**src/rtl/mole_round_engine.sv**
```systemverilog
// mole_round_engine: round sequencer for a whack-a-mole game.
// Walks IDLE -> (GAP -> UP -> SHOW) x ROUNDS -> DONE. Each phase lasts a
// level-dependent number of time units. A free-running LFSR picks the hole
// and never repeats the previous one. Hammer keys are edge detected, and a
// strike is a single clean key press.
module mole_round_engine #(
  parameter int          N_HOLES  = 5,
  parameter int          ROUNDS   = 25,
  parameter int          UNIT_CYC = 10_000_000,
  parameter logic [15:0] SEED     = 16'hACE1,
  parameter int          SCORE_W  = 7
) (
  input  logic               clk,
  input  logic               rst,
  input  logic               start,
  input  logic [2:0]         level,
  input  logic [N_HOLES-1:0] hammer,
  output logic [N_HOLES-1:0] mole,
  output logic               hit_flash,
  output logic               miss_flash,
  output logic [SCORE_W-1:0] score,
  output logic [SCORE_W-1:0] misses,
  output logic [6:0]         round_idx,
  output logic               busy,
  output logic               done
);

  localparam int                 UNIT_W      = (UNIT_CYC > 1) ? $clog2(UNIT_CYC) : 1;
  localparam int                 HOLE_W      = $clog2(N_HOLES);
  localparam logic [UNIT_W-1:0]  UNIT_LAST   = UNIT_W'(UNIT_CYC - 1);
  localparam logic [HOLE_W-1:0]  HOLE_LAST   = HOLE_W'(N_HOLES - 1);
  localparam logic [6:0]         ROUNDS_LAST = 7'(ROUNDS - 1);
  localparam logic [SCORE_W-1:0] SCORE_SAT   = {SCORE_W{1'b1}};

  typedef enum logic [2:0] {
    S_IDLE,
    S_GAP,
    S_UP,
    S_SHOW,
    S_DONE
  } state_t;

  state_t             state;
  state_t             state_nx;
  logic [UNIT_W-1:0]  unit_cnt;
  logic [4:0]         ph_cnt;
  logic [4:0]         ph_len;
  logic [2:0]         level_q;
  logic [15:0]        lfsr;
  logic [N_HOLES-1:0] hammer_q;
  logic [N_HOLES-1:0] rise;
  logic [N_HOLES-1:0] hole_mask;
  logic [HOLE_W-1:0]  hole;
  logic [HOLE_W-1:0]  hole_cand;
  logic [HOLE_W-1:0]  hole_nx;
  logic               was_hit;
  logic               unit_tick;
  logic               phase_end;
  logic               strike;
  logic               strike_on_mole;
  logic               start_ok;
  logic               score_inc;
  logic               miss_inc;
  logic               round_inc;
  logic               hole_load;

  // Phase length in time units for the latched difficulty level.
  always_comb begin
    ph_len = 5'd20;
    case (level_q)
      3'd0: ph_len = 5'd20;
      3'd1: ph_len = 5'd15;
      3'd2: ph_len = 5'd12;
      3'd3: ph_len = 5'd10;
      3'd4: ph_len = 5'd8;
      3'd5: ph_len = 5'd6;
      3'd6: ph_len = 5'd5;
      3'd7: ph_len = 5'd4;
      default: ph_len = 5'd20;
    endcase
  end

  // Timer events, strike qualification and the active-hole decode.
  always_comb begin
    unit_tick      = (unit_cnt == UNIT_LAST);
    phase_end      = unit_tick && (ph_cnt == (ph_len - 5'd1));
    rise           = hammer & ~hammer_q;
    // A strike is exactly one new key with no other key held down.
    strike         = (rise != '0) && ((rise & (rise - N_HOLES'(1))) == '0) && (hammer == rise);
    hole_mask      = N_HOLES'(1) << hole;
    strike_on_mole = strike && (rise == hole_mask);
    start_ok       = start && ((state == S_IDLE) || (state == S_DONE));
  end

  // Next hole: LFSR low byte modulo the hole count, bumped if it repeats.
  always_comb begin
    hole_cand = HOLE_W'(lfsr[7:0] % 8'(N_HOLES));
    hole_nx   = hole_cand;
    if (hole_cand == hole) begin
      hole_nx = (hole_cand == HOLE_LAST) ? '0 : hole_cand + HOLE_W'(1);
    end
  end

  // Game state register.
  always_ff @(posedge clk or posedge rst) begin
    if (rst) begin
      state <= S_IDLE;
    end else begin
      state <= state_nx;
    end
  end

  // Next-state logic, per-round scoring strobes and state-derived outputs.
  always_comb begin
    state_nx   = state;
    score_inc  = 1'b0;
    miss_inc   = 1'b0;
    round_inc  = 1'b0;
    hole_load  = 1'b0;
    busy       = 1'b0;
    hit_flash  = 1'b0;
    miss_flash = 1'b0;
    case (state)
      S_IDLE: begin
        if (start) state_nx = S_GAP;
      end
      S_GAP: begin
        busy = 1'b1;
        if (phase_end) begin
          state_nx  = S_UP;
          hole_load = 1'b1;
        end
      end
      S_UP: begin
        busy = 1'b1;
        // A hit wins over a simultaneous timeout.
        if (strike_on_mole) begin
          score_inc = 1'b1;
          state_nx  = S_SHOW;
        end else begin
          if (strike || phase_end) miss_inc = 1'b1;
          if (phase_end) state_nx = S_SHOW;
        end
      end
      S_SHOW: begin
        busy       = 1'b1;
        hit_flash  = was_hit;
        miss_flash = ~was_hit;
        if (phase_end) begin
          round_inc = 1'b1;
          state_nx  = (round_idx >= ROUNDS_LAST) ? S_DONE : S_GAP;
        end
      end
      S_DONE: begin
        if (start) state_nx = S_GAP;
      end
      default: state_nx = S_IDLE;
    endcase
  end

  // Unit and phase counters; both restart whenever the state changes.
  always_ff @(posedge clk or posedge rst) begin
    if (rst) begin
      unit_cnt <= '0;
      ph_cnt   <= '0;
    end else if ((state_nx != state) || (state == S_IDLE) || (state == S_DONE)) begin
      unit_cnt <= '0;
      ph_cnt   <= '0;
    end else if (unit_tick) begin
      unit_cnt <= '0;
      ph_cnt   <= ph_cnt + 5'd1;
    end else begin
      unit_cnt <= unit_cnt + UNIT_W'(1);
    end
  end

  // Level latch plus score, miss and round counters for the current game.
  always_ff @(posedge clk or posedge rst) begin
    if (rst) begin
      level_q   <= '0;
      score     <= '0;
      misses    <= '0;
      round_idx <= '0;
    end else if (start_ok) begin
      level_q   <= level;
      score     <= '0;
      misses    <= '0;
      round_idx <= '0;
    end else begin
      if (score_inc && (score != SCORE_SAT)) score <= score + SCORE_W'(1);
      if (miss_inc && (misses != SCORE_SAT)) misses <= misses + SCORE_W'(1);
      if (round_inc) round_idx <= round_idx + 7'd1;
    end
  end

  // Free-running 16-bit Fibonacci LFSR, taps 16,14,13,11.
  always_ff @(posedge clk or posedge rst) begin
    if (rst) begin
      lfsr <= SEED;
    end else begin
      lfsr <= {lfsr[14:0], lfsr[15] ^ lfsr[13] ^ lfsr[12] ^ lfsr[10]};
    end
  end

  // Key history for rising-edge detection.
  always_ff @(posedge clk or posedge rst) begin
    if (rst) begin
      hammer_q <= '0;
    end else begin
      hammer_q <= hammer;
    end
  end

  // Active hole, chosen on the GAP to UP transition and kept as "previous".
  always_ff @(posedge clk or posedge rst) begin
    if (rst) begin
      hole <= '0;
    end else if (hole_load) begin
      hole <= hole_nx;
    end
  end

  // Remember how the UP phase ended so SHOW can flash the right lamp.
  always_ff @(posedge clk or posedge rst) begin
    if (rst) begin
      was_hit <= 1'b0;
    end else if ((state == S_UP) && (state_nx == S_SHOW)) begin
      was_hit <= score_inc;
    end
  end

  // Registered mole lamps (trail the state by one cycle) and the done pulse.
  always_ff @(posedge clk or posedge rst) begin
    if (rst) begin
      mole <= '0;
      done <= 1'b0;
    end else begin
      mole <= (state == S_UP) ? hole_mask : '0;
      done <= (state_nx == S_DONE) && (state != S_DONE);
    end
  end

endmodule

```
**config.mk**
```make
export PLATFORM = sky130hd
export DESIGN_NAME = mole_round_engine
export DESIGN_NICKNAME = d
export VERILOG_FILES = /design/src/rtl/mole_round_engine.sv
export SDC_FILE = /design/constraint.sdc
export NUM_CORES = 1
export LEC_CHECK = 0
export BUFFER_PORTS_ARGS = -buffer_cell sky130_fd_sc_hd__buf_2
export CAP_MARGIN = 20
export CORE_MARGIN = 5
export CORE_UTILIZATION = 50
export DETAILED_ROUTE_END_ITERATION = 10
export GPL_TIMING_DRIVEN = 1
export PLACE_DENSITY = 0.74
export SLEW_MARGIN = 30
export SYNTH_ARGS = -nofsm -noshare
export SYNTH_HDL_FRONTEND = slang
export SYNTH_SLANG_ARGS = --single-unit
export TNS_END_PERCENT = 20
```
**constraint.sdc**
```tcl
create_clock -name clk -period 4.4 [get_ports clk]
set_input_delay 0.66 -clock clk [delete_from_list [all_inputs] [get_ports clk]]
set_output_delay 0.66 -clock clk [all_outputs]
set_load 0.05 [all_outputs]
```
==> metrics.txt, run 1 <==
status complete, no violations; async set or reset register ratio after synthesis 1.00; Hold Fails Final Rpt 0; core region area 0.00968 sq mm; post-cts hold buffer count 0; number of cells on the worst reg-to-reg path 18; number of enable-type register cells in the synthesized netlist 0; actual slew at the worst max-slew pin roughly 0.84 ns; clk_skew 0.0189 ns; startpoint type of the worst setup path flip-flop; Sw Share 0.300; vias in the first global route 3849; grt total ovfl 0; number of flip-flops and latches in the synthesized netlist 87; Most Frequent Cell on Critical Path sky130_fd_sc_hd__a2111o_1; reg-to-reg startpoint lfsr[6]; synthesized instance count 521; clock root buffer sky130_fd_sc_hd__clkbuf_8; ANT cells 0; clock power share 0.310; Logic pwr share 0.136; number of stages on the worst hold path 0; horizontal die dimension around 110 um; Max clock buf depth 2; relative area change from synthesis to final layout 11.3%; pre-CTS worst setup slack a little under 0.06 ns; CTS tree done; data arrival time of the worst path 4.49 ns; FP Rows 36; synthesized net count 543; Finished Layout Cells 701; Bufs and invs on worst path 2; global-route wire length before repair ~18 mm; minimum period implied by the final worst setup slack 4.20 ns; total power 1.63 mW; Yosys warning count 0; area of the die 0.0119 sq mm; minimum setup slack among reg-to-reg paths 0.20 ns; Post-synth top flop sky130_fd_sc_hd__dfrtp_1; clock buffers created by TritonCTS 9; # setup viols final 0; final routed wire length divided by cell count ~15 um; largest net degree at the start of global routing 48; slew margin rel. 0.439; share of final-layout standard cells stronger than drive strength 1 0.180; TritonCTS sink count 87; Worst path top cell family by delay compound AO/OA/AOI/OAI gates; Distinct cells, synth 68; number of input and output port buffers inserted 40; All-Layer GR Usage 0.185; leakage component of the power 2.47 nW; DRT Pass-1 Iters 5; required time at the endpoint of the critical path approximately 4.7 ns; count of maximum capacitance violations 0; initial antenna violation count 0; minimum setup slack in the final design 0.205 ns; overall via count from detail_route 3860; Worst Hold Path EP lfsr[15]; CTS clk-pin slew, worst paths around 0.1 ns; maximum clock frequency 238 MHz; net switching power 489 uW; post-route clock period utilization 0.953; cell-by-cell trace of the critical path or3b_2 > o22ai_1 > a21o_1 > a221o_1 > inv_2 > ha_2 > o32ai_4 > nand2_2 > mux2_4 > ha_1 > inv_1 > nor2_1 > a2111o_1 > o31ai_2 > a2111o_1 > nor3_1 > a311o_1 > a31oi_1; Via density 5.51; DRC violation total after the first TritonRoute iteration 172; CP max-delay cell sky130_fd_sc_hd__dfstp_2; RR Endpoint hole[2]; sum of routed wire length over all layers about 10 mm; effective utilization at floorplan 0.508; Detail Placement HPWL 7.37 mm; Largest stage delay, worst path 0.59 ns; DRC 0; fraction of power consumed by sequential logic 0.553; number of placed cells counting well taps 680; largest voltage drop on the vdd net 0.306 mV; weighted congestion at the end of routability-driven global placement 0.900; Min-Delay Path Class reg -> reg; I/O Pins 41; sequential-to-total area share from yosys stat 0.444; maximum fanout encountered on the critical timing path 7; Setup Crit Path Kind reg -> reg; die outline height 109 um; Max Transition Viols Final 0; insertion delay of the later-clocked pin in the worst-skew pair 0.36 ns; synthesized area 0.00492 sq mm; internal power of the cells about 1.1 mW; net count reported at finish 585; Worst Hold Launch lfsr[14]; number of nets with antenna violations after detailed routing 0; power density over the cells 298 mW/mm^2; post-synthesis area per instance approximately 9.5 sq um; H-tree Lvls 3; CP endpoint kind flip-flop
-- registers in the layout (all words and copies together) (netlist names) --
name	cells
done	1
hammer_q	5
hole	3
level_q	3
lfsr	16
misses	7
mole	5
ph_cnt	5
round_idx	7
score	7
state	3
unit_cnt	24
was_hit	1
-- routing by layer --
layer  vias to the layer above  part of all wire  track usage
met5                         -                 0            0
met4                         0             0.012       0.0588
met3                        13             0.030       0.0361
met2                        58              0.49        0.296
met1                      1876              0.47        0.255
li1                       1913                 -            -
-- logic make-up after synthesis --
family / count (synthesis) / synth area share
compound gates: 86 / 0.132
xor+xnor: 52 / 0.0925
fa+ha+maj: 11 / 0.0280
flops: 87 / 0.444
buf+inv: 39 / 0.0351
simple gates: 236 / 0.246
mux: 10 / 0.0221
-- power groups by stage --
stage | logic [mW] | clock network, mW | registers (mW)
final | 0.222 | 0.506 | 0.903
after global routing | 0.254 | 0.549 | 0.910
after CTS | 0.226 | 0.522 | 0.902
after detailed placement | 0.223 | 0 | 0.918
after global placement | 0.214 | 0 | 0.913
after floorplan | 0.182 | 0 | 0.909
-- cells in the final DEF, fill, tap and decap left out, types with 4 or more instances in the layout --
cell type,n
sky130_fd_sc_hd__a211oi_1,8
sky130_fd_sc_hd__a21o_1,5
sky130_fd_sc_hd__a21oi_1,19
sky130_fd_sc_hd__a32oi_1,4
sky130_fd_sc_hd__and2_1,5
sky130_fd_sc_hd__and3_1,9
sky130_fd_sc_hd__buf_2,40
sky130_fd_sc_hd__buf_4,15
sky130_fd_sc_hd__clkbuf_8,9
sky130_fd_sc_hd__dfrtp_1,79
sky130_fd_sc_hd__dfstp_2,7
sky130_fd_sc_hd__ha_1,10
sky130_fd_sc_hd__inv_1,13
sky130_fd_sc_hd__mux2i_1,6
sky130_fd_sc_hd__nand2_1,39
sky130_fd_sc_hd__nand2b_1,8
sky130_fd_sc_hd__nand3_1,12
sky130_fd_sc_hd__nand3b_1,6
sky130_fd_sc_hd__nand4_1,12
sky130_fd_sc_hd__nor2_1,84
sky130_fd_sc_hd__nor2b_1,11
sky130_fd_sc_hd__nor3_1,12
sky130_fd_sc_hd__nor4_1,4
sky130_fd_sc_hd__nor4b_1,7
sky130_fd_sc_hd__o21ai_0,10
sky130_fd_sc_hd__or3_1,7
sky130_fd_sc_hd__xnor2_1,28
sky130_fd_sc_hd__xor2_1,24
-- worst max path at each step --
stage,start,to,slack (ns),cells past startpoint
floorplan,lfsr[6],hole[2],0.31,19
global placement,lfsr[6],hole[2],0.22,18
detailed placement,lfsr[5],hole[2],0.06,18
CTS,lfsr[5],hole[2],0.04,18
global route,lfsr[6],hole[2],-0.05,18
finish,lfsr[6],hole[2],0.20,18
-- layout make-up --
type                            count  area, sq um
Clock buffer                       10          128
Clock inverter                      6         45.0
Fill cell                         844         4200
Inverter                           15         57.6
Multi-Input combinational cell    395         2580
Sequential cell                    87         2190
Tap cell                          133          166
Timing Repair Buffer               55          313
-- cell usage after synthesis, types with 3 or more instances --
| cell | number | share of area |
|---|---|---|
| sky130_fd_sc_hd__nor2_1 | 84 | 0.064 |
| sky130_fd_sc_hd__dfrtp_1 | 79 | 0.40 |
| sky130_fd_sc_hd__nand2_1 | 40 | 0.030 |
| sky130_fd_sc_hd__xnor2_1 | 28 | 0.050 |
| sky130_fd_sc_hd__xor2_1 | 24 | 0.043 |
| sky130_fd_sc_hd__a21oi_1 | 19 | 0.019 |
| sky130_fd_sc_hd__clkbuf_1 | 15 | 0.011 |
| sky130_fd_sc_hd__inv_1 | 15 | 0.011 |
| sky130_fd_sc_hd__nor2b_1 | 13 | 0.017 |
| sky130_fd_sc_hd__nand3_1 | 12 | 0.012 |
| sky130_fd_sc_hd__nand4_1 | 12 | 0.015 |
| sky130_fd_sc_hd__nor3_1 | 12 | 0.012 |
| sky130_fd_sc_hd__ha_1 | 11 | 0.028 |
| sky130_fd_sc_hd__o21ai_0 | 10 | 0.010 |
| sky130_fd_sc_hd__and3_1 | 9 | 0.011 |
| sky130_fd_sc_hd__a211oi_1 | 8 | 0.012 |
| sky130_fd_sc_hd__dfstp_2 | 8 | 0.043 |
| sky130_fd_sc_hd__nand2b_1 | 8 | 0.010 |
| sky130_fd_sc_hd__nor4b_1 | 7 | 0.012 |
| sky130_fd_sc_hd__or3_1 | 7 | 0.0089 |
| sky130_fd_sc_hd__and2_1 | 6 | 0.0076 |
| sky130_fd_sc_hd__buf_2 | 6 | 0.0061 |
| sky130_fd_sc_hd__mux2i_1 | 6 | 0.012 |
| sky130_fd_sc_hd__nand3b_1 | 6 | 0.0091 |
| sky130_fd_sc_hd__a21o_1 | 5 | 0.0076 |
| sky130_fd_sc_hd__a32oi_1 | 4 | 0.0071 |
| sky130_fd_sc_hd__nor4_1 | 4 | 0.0051 |
| sky130_fd_sc_hd__mux2_2 | 3 | 0.0069 |
| sky130_fd_sc_hd__nor3b_1 | 3 | 0.0046 |
| sky130_fd_sc_hd__nor4bb_1 | 3 | 0.0061 |
| sky130_fd_sc_hd__o31ai_1 | 3 | 0.0046 |
-- metrics by stage --
step	util	hold WS (ns)	cell area (sq um)	TNS, ns
2_1_floorplan	-	0.331	4920	0
3_3_place_gp	0.542	0.343	5250	0
3_5_place_dp	0.542	0.339	5250	0
4_1_cts	0.560	0.360	5420	0
5_1_grt	0.566	0.363	5480	-0.0608
6_report	0.566	0.359	5480	0
-- repair_timing --
item                       CTS  global route
resized for setup            0             8
setup buffers                0             5
setup endpoints to repair    0             3
Power figures use the tool's default switching activity.
==> inputs of run 2 (changes only) <==
Settings changed: PLACE_DENSITY 0.74 to 0.76.
==> metrics.txt, run 2 (synthesis results as in run 1) <==
clk_skew 0.0112 ns (-0.00772 ns); slew margin rel. 0.382 (-0.0570); CP endpoint kind flip-flop; power density over the cells 302 mW/mm^2 (+1.4%); count of maximum capacitance violations 0 (unchanged); core region area 0.00968 sq mm (unchanged); horizontal die dimension 109 um (unchanged); Max Transition Viols Final 0 (unchanged); minimum period implied by the final worst setup slack 4.17 ns (-0.0294 ns); maximum fanout encountered on the critical timing path 6 (-1); number of input and output port buffers inserted 40 (unchanged); ANT cells 0 (unchanged); startpoint type of the worst setup path flip-flop; largest net degree at the start of global routing 49 (+2.1%); overall via count from detail_route 3883 (+0.60%); number of nets with antenna violations after detailed routing 0 (unchanged); Sequential Area 0.00219 sq mm (about the same); relative area change from synthesis to final layout 11.4% (about the same); Worst Hold Launch lfsr[14]; max reg flops 24 (unchanged); number of cells on the worst reg-to-reg path 18 (unchanged); sum of negative setup slack 0 ns (unchanged); RR Endpoint hole[2]; layout filler cell count 864 (+2.4%); cell-by-cell trace of the critical path or3b_2 > o22ai_1 > a21o_1 > a221o_1 > inv_1 > ha_1 > o32ai_4 > nand2_1 > mux2_4 > ha_1 > inv_1 > nor2_2 > a2111o_1 > o31ai_2 > a2111o_1 > nor3_1 > a311o_1 > a31oi_1; clock buffers created by TritonCTS 9 (unchanged); insertion delay of the later-clocked pin in the worst-skew pair 0.36 ns (about the same); Detail Placement HPWL 7.38 mm (+0.12%); Min-Delay Path Class reg -> reg; data arrival time of the worst path 4.46 ns (-0.03 ns); required time at the endpoint of the critical path 4.69 ns (about the same); Worst Hold Path EP lfsr[15]; DRC 0 (unchanged); minimum setup slack among reg-to-reg paths 0.23 ns (+0.03 ns); registers with the most flip-flops unit_cnt (24), lfsr (16); Hold Fails Final Rpt 0 (unchanged); maximum clock frequency 240 MHz (+0.71%); final routed wire length divided by cell count 14.5 um (-2.5%); status complete, no violations; CTS tree done; clock root buffer sky130_fd_sc_hd__clkbuf_8; initial antenna violation count 0 (unchanged); # setup viols final 0 (unchanged); effective utilization at floorplan 0.508 (unchanged); share of final-layout standard cells stronger than drive strength 1 0.173 (-0.00643); most frequent standard cell in the layout excluding fill and tap cells sky130_fd_sc_hd__nor2_1; net count reported at finish 583 (-0.34%); Largest stage delay, worst path 0.59 ns (about the same); top register by number of flip-flops unit_cnt; weighted congestion at the end of routability-driven global placement 0.869 (-3.5%); Bufs and invs on worst path 2 (unchanged); FP Rows 36 (unchanged); post-route clock period utilization 0.947 (-0.00669); area of the die 0.0119 sq mm (unchanged); commonest cells after routing, fill and taps aside sky130_fd_sc_hd__nor2_1 (83), sky130_fd_sc_hd__dfrtp_1 (78), sky130_fd_sc_hd__nand2_1 (40), sky130_fd_sc_hd__buf_2 (40), sky130_fd_sc_hd__xnor2_1 (28); multi-input gate area in the final layout 0.00258 sq mm (about the same); reg-to-reg startpoint lfsr[6]; I/O Pins 41 (unchanged); global-route wire length before repair 17.6 mm (-1.9%); total power 1.66 mW (+1.5%); Worst path top cell family by delay compound AO/OA/AOI/OAI gates; leakage component of the power 2.49 nW (+0.49%); All-Layer GR Usage 0.181 (-0.00450); H-tree Lvls 3 (unchanged); DRT Pass-1 Iters 4 (-1); post-cts hold buffer count 0 (unchanged); die outline height 109 um (unchanged); grt total ovfl 0 (unchanged); Via density 5.56 (+0.88%); vias in the first global route 3824 (-0.65%); DRC violation total after the first TritonRoute iteration 219 (+27%); Max clock buf depth 2 (unchanged); TritonCTS sink count 87 (unchanged); sum of routed wire length over all layers 10.1 mm (-2.8%); CP max-delay cell sky130_fd_sc_hd__dfstp_2; actual slew at the worst max-slew pin 0.927 ns (+0.0906 ns); number of stages on the worst hold path 0 (unchanged); CTS clk-pin slew, worst paths 0.10 ns (about the same); Finished Layout Cells 699 (-0.29%); Setup Crit Path Kind reg -> reg; largest voltage drop on the vdd net 0.325 mV (+6.5%); number of placed cells counting well taps 680 (unchanged); unrepaired setup endpoints after global routing false
-- run 2: layout make-up --
class,instances,area share
tap,133,0.0303
sequential,87,0.400
clock buffer,10,0.0251
timing repair buffer,53,0.0543
inverter,15,0.0107
multi-input combinational,395,0.470
clock inverter,6,0.00935
-- run 2: what timing repair did --
item,4_1_cts,5_1_grt
endpoints found under the setup margin,0,3
resized for setup,0,5
setup buffers,0,3
-- run 2: worst reg2reg max path, stage by stage (launching register included) --
cell and delay, ns:
sky130_fd_sc_hd__dfstp_2 0.59, sky130_fd_sc_hd__or3b_2 0.47, sky130_fd_sc_hd__o22ai_1 0.14, sky130_fd_sc_hd__a21o_1 0.10, sky130_fd_sc_hd__a221o_1 0.15, sky130_fd_sc_hd__inv_1 0.08, sky130_fd_sc_hd__ha_1 0.23, sky130_fd_sc_hd__o32ai_4 0.29
sky130_fd_sc_hd__nand2_1 0.10, sky130_fd_sc_hd__mux2_4 0.34, sky130_fd_sc_hd__ha_1 0.22, sky130_fd_sc_hd__inv_1 0.11, sky130_fd_sc_hd__nor2_2 0.07, sky130_fd_sc_hd__a2111o_1 0.40, sky130_fd_sc_hd__o31ai_2 0.10, sky130_fd_sc_hd__a2111o_1 0.19
sky130_fd_sc_hd__nor3_1 0.05, sky130_fd_sc_hd__a311o_1 0.33, sky130_fd_sc_hd__a31oi_1 0.15
-- run 2: report_power, final --
group          switching, mW  internal, mW  total, mW
Combinational          0.133        0.0898      0.223
Sequential            0.0570         0.844      0.901
Clock                  0.301         0.231      0.532
Total                  0.492          1.16       1.66
-- run 2: worst max-delay path by stage --
stage	endpoint	slack (ns)	cells after the start	start
after global placement	hole[2]	0.24	18	lfsr[6]
final	hole[2]	0.23	18	lfsr[6]
after global routing	hole[2]	0.03	18	lfsr[6]
after floorplan	hole[2]	0.31	19	lfsr[6]
after detailed placement	hole[2]	0.14	18	lfsr[6]
after CTS	hole[2]	0.10	18	lfsr[6]
-- run 2: stage by stage --
stage / setup WS [ns] / area [sq um] / util / hold slack (ns)
floorplan: 0.314 / 4920 / - / 0.331
global placement: 0.244 / 5250 / 0.542 / 0.344
detailed placement: 0.143 / 5250 / 0.542 / 0.340
CTS: 0.105 / 5440 / 0.562 / 0.350
global route: 0.0318 / 5480 / 0.566 / 0.355
finish: 0.234 / 5480 / 0.566 / 0.354
-- run 2: layer usage --
layer | GRT usage | up-vias | part of all wire
met5 | 0 | - | 0
met4 | 0.0454 | 0 | 0.013
met3 | 0.0414 | 15 | 0.035
met2 | 0.303 | 65 | 0.49
met1 | 0.238 | 1890 | 0.46
li1 | - | 1913 | -
